--- src/rtl/mod_reduce_seq.sv ---
// mod_reduce_seq: bit-serial restoring reduction R = P mod M of a W-bit product.
// Latency: W edges after the accept edge (1 edge when M==0), then one handoff edge.
// Backpressure: in_ready is high only when idle; R/err/out_valid are held while out_ready is low.
//
// Ports:
//   clk, rst              clock and synchronous active-high reset
//   in_valid / in_ready   input handshake carrying P (W bits) and M (N bits)
//   out_valid / out_ready output handshake carrying R (N bits) and err
//   err                   set when M was 0; R is forced to 0 in that case
module mod_reduce_seq #(
  parameter int N = 7,
  parameter int W = 14
) (
  input  logic         clk,
  input  logic         rst,
  input  logic         in_valid,
  output logic         in_ready,
  input  logic [W-1:0] P,
  input  logic [N-1:0] M,
  output logic         out_valid,
  input  logic         out_ready,
  output logic [N-1:0] R,
  output logic         err
);

  localparam int CW = $clog2(W + 1);
  localparam logic [CW-1:0] CNT_LAST = CW'(W - 1);

  typedef enum logic [1:0] {
    IDLE = 2'd0,
    RUN  = 2'd1,
    DONE = 2'd2
  } state_t;

  state_t        state_q;
  logic [W-1:0]  p_q;
  logic [N-1:0]  m_q;
  // The remainder stays below M after every iteration, so its top bit is
  // always zero and only the low N bits are kept between iterations.
  logic [N-1:0]  r_q;
  logic [CW-1:0] cnt_q;
  logic          in_ready_q;
  logic          out_valid_q;
  logic [N-1:0]  res_q;
  logic          err_q;

  // One restoring step: shift the next product bit into the remainder and
  // subtract M when the widened value reaches it. t < 2M, so N+1 bits suffice.
  logic [N:0]   t_d;
  logic [N:0]   m_ext;
  logic [N-1:0] r_d;

  always_comb begin
    t_d   = {r_q, p_q[W-1]};
    m_ext = {1'b0, m_q};
    r_d   = N'((t_d >= m_ext) ? (t_d - m_ext) : t_d);
  end

  always_ff @(posedge clk) begin
    if (rst) begin
      state_q     <= IDLE;
      p_q         <= '0;
      m_q         <= '0;
      r_q         <= '0;
      cnt_q       <= '0;
      in_ready_q  <= 1'b1;
      out_valid_q <= 1'b0;
      res_q       <= '0;
      err_q       <= 1'b0;
    end else begin
      case (state_q)
        IDLE: begin
          if (in_valid && in_ready_q) begin
            p_q        <= P;
            m_q        <= M;
            r_q        <= '0;
            cnt_q      <= '0;
            err_q      <= 1'b0;
            in_ready_q <= 1'b0;
            state_q    <= RUN;
          end
        end

        RUN: begin
          if (m_q == '0) begin
            // Zero modulus: no iterations, report the error one edge after accept.
            res_q       <= '0;
            err_q       <= 1'b1;
            out_valid_q <= 1'b1;
            state_q     <= DONE;
          end else begin
            r_q   <= r_d;
            p_q   <= p_q << 1;
            cnt_q <= cnt_q + 1'b1;
            if (cnt_q == CNT_LAST) begin
              res_q       <= r_d;
              out_valid_q <= 1'b1;
              state_q     <= DONE;
            end
          end
        end

        DONE: begin
          if (out_ready) begin
            out_valid_q <= 1'b0;
            in_ready_q  <= 1'b1;
            state_q     <= IDLE;
          end
        end

        default: begin
          out_valid_q <= 1'b0;
          in_ready_q  <= 1'b1;
          state_q     <= IDLE;
        end
      endcase
    end
  end

  assign in_ready  = in_ready_q;
  assign out_valid = out_valid_q;
  assign R         = res_q;
  assign err       = err_q;

endmodule
--- config.mk ---
export PLATFORM = sky130hd
export DESIGN_NAME = mod_reduce_seq
export DESIGN_NICKNAME = d
export VERILOG_FILES = /design/src/rtl/mod_reduce_seq.sv
export SDC_FILE = /design/constraint.sdc
export NUM_CORES = 1
export LEC_CHECK = 0
export CAP_MARGIN = 20
export CORE_MARGIN = 1.5
export CORE_UTILIZATION = 45
export CTS_CLUSTER_DIAMETER = 100
export DETAILED_ROUTE_END_ITERATION = 6
export PLACE_DENSITY = 0.69
export SYNTH_ARGS = -nofsm -noshare
export SYNTH_HDL_FRONTEND = slang
export SYNTH_SLANG_ARGS = --single-unit
export TNS_END_PERCENT = 100
--- constraint.sdc ---
create_clock -name clk -period 2.8 [get_ports clk]
set_clock_uncertainty 0.2 [all_clocks]
set_input_delay 0.56 -clock clk [delete_from_list [all_inputs] [get_ports clk]]
set_output_delay 0.56 -clock clk [all_outputs]
set_load 0.02 [all_outputs]
After elaboration in Yosys (flattened, before gate mapping)
Index checks and enable logic that the tools add are counted.

Flip-flop bits (word level): 44. Logic and storage cells: 60. Input bits: 25.

Add/subtract/negate cells: 2. Multiplexer cells: 26. Bitwise logic cells: 2. Reductions and logical operators: 12. Equal/unequal tests: 8. Magnitude comparators: 1.

Operator list (count): $mux 7 (5); $mux 14 (2); $pmux 14 s2 (1); $reduce_and 3->1 (5); $pmux 7 s2 (1); $ge 8x7->1 (1); $mux 2 (4); $mux 4 (2); $ne 2x2->1 const B (4); $pmux 4 s2 (1); $logic_not 7->1 (1); $sub 7x7->7 (1); $mux 1 (6); $pmux 1 s3 (2); $pmux 2 s3 (1); $add 4x1->4 const B (1); $eq 4x4->1 const B (1); $reduce_and 2->1 (2); $reduce_bool 2->1 (2); $ne 3x3->1 const B (1); $eq 2x1->1 const B (1); $eq 2x2->1 const B (1); $logic_not 2->1 (1); $not 1->1 (2); other kinds (2) (2).

Depth between registers and ports, before layout
Gate-level depths: netlist (run 1).

Depth after elaboration: 4. Gate-level depth with buffers: 10.

Worst setup path before layout (run 1)
No wires, ideal clock.

Path type: register to register. From: reg m_q[5]. To: reg r_q[1]. Period minus slack after synthesis: 2.172 ns. Setup time: 0.135 ns. Buffers on the path: 1. Arrival: 1.837 ns. Cell stages (with the launch flop): 9. Slack: 0.628 ns. Cell sequence: dfxtp_1 inv_1 ha_1 a21o_1 a211oi_2 nor3b_2 buf_4 mux2i_1 o21ai_0.

Cells in the longest elaborated chain, start to end: 4. Elaborated cells on any way between the ends: 7. Classes of those cells: order compare (1); eq/ne (1); mux (3); reduce/logical (2).

Ends and longest elaborated chain: start, declared (line 37) `logic [N-1:0] m_q;`; start signal, assigned (line 63) `m_q <= '0;`; start signal, assigned (line 75) `m_q <= M;`; $ge 8x7->1 (line 56) `r_d = N'((t_d >= m_ext) ? (t_d - m_ext) : t_d);`; $mux 7 (line 56); $mux 7 (line 85) `if (m_q == '0) begin`; $pmux 7 s2 (line 71) `case (state_q)`; end signal, assigned (line 92) `r_q <= r_d;`; end, declared (line 40) `logic [N-1:0] r_q;`.

Parallel ways exist; a longest one is shown, timed or not. The select of a mux whose other input is x is not followed. A chain may end at the register's enable or synchronous reset.

Worst setup path after layout (run 1)
From: reg m_q[5]. To: reg r_q[6].

Cells in the longest elaborated chain, start to end: 4. Elaborated cells on any way between the ends: 8. Classes of those cells: add/sub (1); order compare (1); eq/ne (1); mux (3); reduce/logical (2).

Ends and longest elaborated chain (line): $sub 7x7->7 / $ge 8x7->1 (equally long branches) (56); $mux 7 (56); $mux 7 (85); $pmux 7 s2 (71).

Parallel ways exist; a longest one is shown, timed or not. The select of a mux whose other input is x is not followed.

==> impl_metrics.ini, run 1 <==
[synthesis]
synth_fp_nets = 302
syn_area_per_cell_um2 = 8.28
synthCells = 267
ys_warn_count = 0
synthesis.area_um2 = 2210
ys_ff_latch = 44
synth-edff-count = 0
synth-main-ff-cell = dfxtp_1
synthArstFlopShare_pct = 0
synth_cell_types = 52
seq_area_frac_synth_pct = 39.9

[setup_path]
critPathMaxFanout = 7
timing.rr.end = r_q[6]
worstSetupStartpointType = flop
ff2ff_path_depth = 8
crit_type = flop to flop
cp-end-kind = flop
arrival_ps = 2530
r2r-start = m_q[5]
rrSetupSlack_ps = 230
cp.required_ps = 2760

[hold_path]
hold_class = flop to flop
holdPathStages = 2
min_from = R[2]
hold_end = R[2]

[sta]
rsz0062_at_grt = false
tns_ps = 0
fin_crit_sh_pct = 91.7
slew_viol_final = 0
fmax_mhz = 389
worstMarginPinSlew_ps = 667
slew_headroom_pct = 55.4
setup_viol = 0
finalHoldViolations = 0
period_minus_slack_ps = 2570
worst_slack_ps = 232

[final_layout]
area_delta_synth_final_pct = 21.5
fill_cells = 449
drive_gt1_share_pct = 6.98
finalNetCount = 336
antennaDiodeCount = 0
design_area_um2 = 2690

[die]
io_pins = 35
dieArea_um2 = 5340
die_h_um = 73.1
start_util_pct = 46.8
fp-row-count = 25
die_width_um = 73.1
core_area_um2 = 4720

[clocking]
clk_pin_slew_worst_paths_ps = 80
hold_buffers = 0
clock_path_buffers = 2
cts_setup_buffers = 0
cts_root_buf = clkbuf_8
cts_inserted_buffers = 5
htree_num_levels = 2
cts_tree = done
cts-resized-gates = 0
cts_sinks = 44
clk_latency_ps = 290

[run]
max_cap_violations = 0

[routing]
first_pass_iters = 4
via_per_inst = 5.18
top_layer = met4
drc = 0
wl_met1_mm = 2.34
avgRoutedWirePerCell_um = 12.6
wl_mm = 4.65
met3_wirelength_um = 194
antenna_left = 0
wl_met2_mm = 2.07
via_count = 1908
drt_iter0_markers = 65

[power_and_ir_drop]
p_int_mw = 1.05
sw_frac_of_total_pct = 32.9
pwr-share-clk_pct = 23.9
vdd_drop_max_mv = 0.320
power.switching_uw = 517
leakage_nw = 1.02
pwr_density_cell_nw_per_um2 = 585
power_mw = 1.57
combinationalPowerShare_pct = 31.1
pwr-share-seq_pct = 45.0

[placement]
dp_hpwl_mm = 3.46
numPortBuffers = 34
place_congestion = 0.811
placed_cell_area_um2 = 2610
place_ws_ps = 258

[global_route]
grt_overflow = 0
grt_start_max_net_pins = 25
grt_pass1_vias = 1789
grt_usage_pct = 19.0
grt_first_pass_wirelength_mm = 7.93
antenna_found_initial = 0

[status]
status = completed
[placed cells by master (no fill, tap or decap), types with 2 or more instances in the layout]
cell             count
nand2b_1             4
or3_1                2
nor3b_1              2
clkbuf_8             5
inv_1               13
a22oi_1              7
buf_4                7
nor2_1              21
a21oi_1             24
mux2i_1              4
nand3_1              3
o31ai_1              2
o211ai_1             2
a311oi_1             8
ha_1                 9
o21ai_0             12
nand2_1             52
nor2b_1              4
a31oi_1              2
nand4_1              2
dfxtp_1             44
clkdlybuf4s50_1     34
xor2_1               3
nor3_1               6
[power groups by stage]
stage / Combinational (mW) / Clock [mW] / Sequential (mW)
2_1_floorplan: 0.367 / 0 / 0.719
3_3_place_gp: 0.483 / 0 / 0.721
3_5_place_dp: 0.487 / 0 / 0.722
4_1_cts: 0.489 / 0.386 / 0.707
5_1_grt: 0.542 / 0.409 / 0.714
6_report: 0.488 / 0.375 / 0.707
[synth_stat cells (2+ instances only)]
cell type	count	area share (%)
a311oi_1	8	3.2
nor2b_1	4	1.1
buf_4	2	0.68
buf_2	3	0.68
nand2b_1	4	1.1
a22oi_1	7	2.4
ha_1	9	5.1
o31ai_1	2	0.68
nor2_1	21	3.6
inv_1	13	2.2
xor2_1	3	1.2
nor3_1	6	1.4
mux2i_1	4	1.8
dfxtp_1	44	40
nand2_1	52	8.8
nand4_1	2	0.57
a21oi_1	24	5.4
o211ai_1	2	0.68
or3_1	2	0.57
nand3_1	3	0.68
buf_6	2	1.0
nor3b_1	2	0.68
a31oi_1	2	0.57
o21ai_0	12	2.7
clkbuf_1	7	1.2
[cell families after synthesis]
kind of cell | Yosys count | synth area share [%]
simple gates | 108 | 23.4
compound gates | 69 | 21.1
flops | 44 | 39.9
buf+inv | 27 | 5.78
fa+ha+maj | 10 | 6.00
mux | 5 | 2.32
xor+xnor | 4 | 1.59
[critical path: stages, from the launching register on]
cell      delay [ps]
dfxtp_1          360
inv_1             50
ha_1             370
a21o_1           190
a211oi_2         310
nor3b_2          460
buf_4            230
mux2i_1          170
o21ai_0           90
[routing by layer]
| layer | vias up | GRT usage, % |
|---|---|---|
| li1 | 1005 | - |
| met1 | 860 | 25.8 |
| met2 | 38 | 29.7 |
| met3 | 5 | 3.87 |
| met4 | 0 | 7.34 |
| met5 | - | 0 |
[registers in the layout, summed over array words and instances (netlist names)]
register   cells
err            1
p_q           14
m_q            7
R              7
r_q            7
out_valid      1
cnt_q          4
state_q        2
in_ready       1
[per-stage QoR]
| step | utilization [%] | hold slack [ps] | std cells |
|---|---|---|---|
| 6_report | 56.8 | 253 | 368 |
| 5_1_grt | 56.8 | 281 | 368 |
| 4_1_cts | 56.8 | 258 | 368 |
| 3_5_place_dp | 55.2 | 241 | 361 |
| 3_3_place_gp | 55.2 | 237 | 361 |
| 2_1_floorplan | - | 237 | 267 |
[worst max-delay path by stage]
| stage | start | endpoint | slack [ps] | cells past startpoint |
|---|---|---|---|---|
| after floorplan | m_q[5] | r_q[1] | 630 | 8 |
| after global placement | m_q[5] | r_q[6] | 320 | 8 |
| after detailed placement | m_q[5] | r_q[6] | 260 | 8 |
| after CTS | m_q[5] | r_q[6] | 230 | 8 |
| after global routing | m_q[5] | R[0] | 30 | 7 |
| final | m_q[5] | r_q[6] | 230 | 8 |
[layout make-up]
class                   instances  area, um^2  share of cell area (%)
repair buffers                 41         393                    14.6
clock buffers                   6        72.6                    2.70
flip-flops and latches         44         881                    32.8
clock inverters                 1        5.00                   0.186
inverters                      13        48.8                    1.82
well taps                      67        83.8                    3.12
multi-input cells             196        1200                    44.7
Power figures use the tool's default switching activity.
==> run 2, diff against run 1 <==
Settings changed: CTS_CLUSTER_DIAMETER 100 to 30.
==> results of run 2 <==
Same layout as run 1: the final DEF is identical, and so are final timing and power.
==> run 3, diff against run 2 <==
Settings changed: TNS_END_PERCENT 100 to not set.
==> results of run 3 <==
Same layout as run 1: the final DEF is identical, and so are final timing and power.
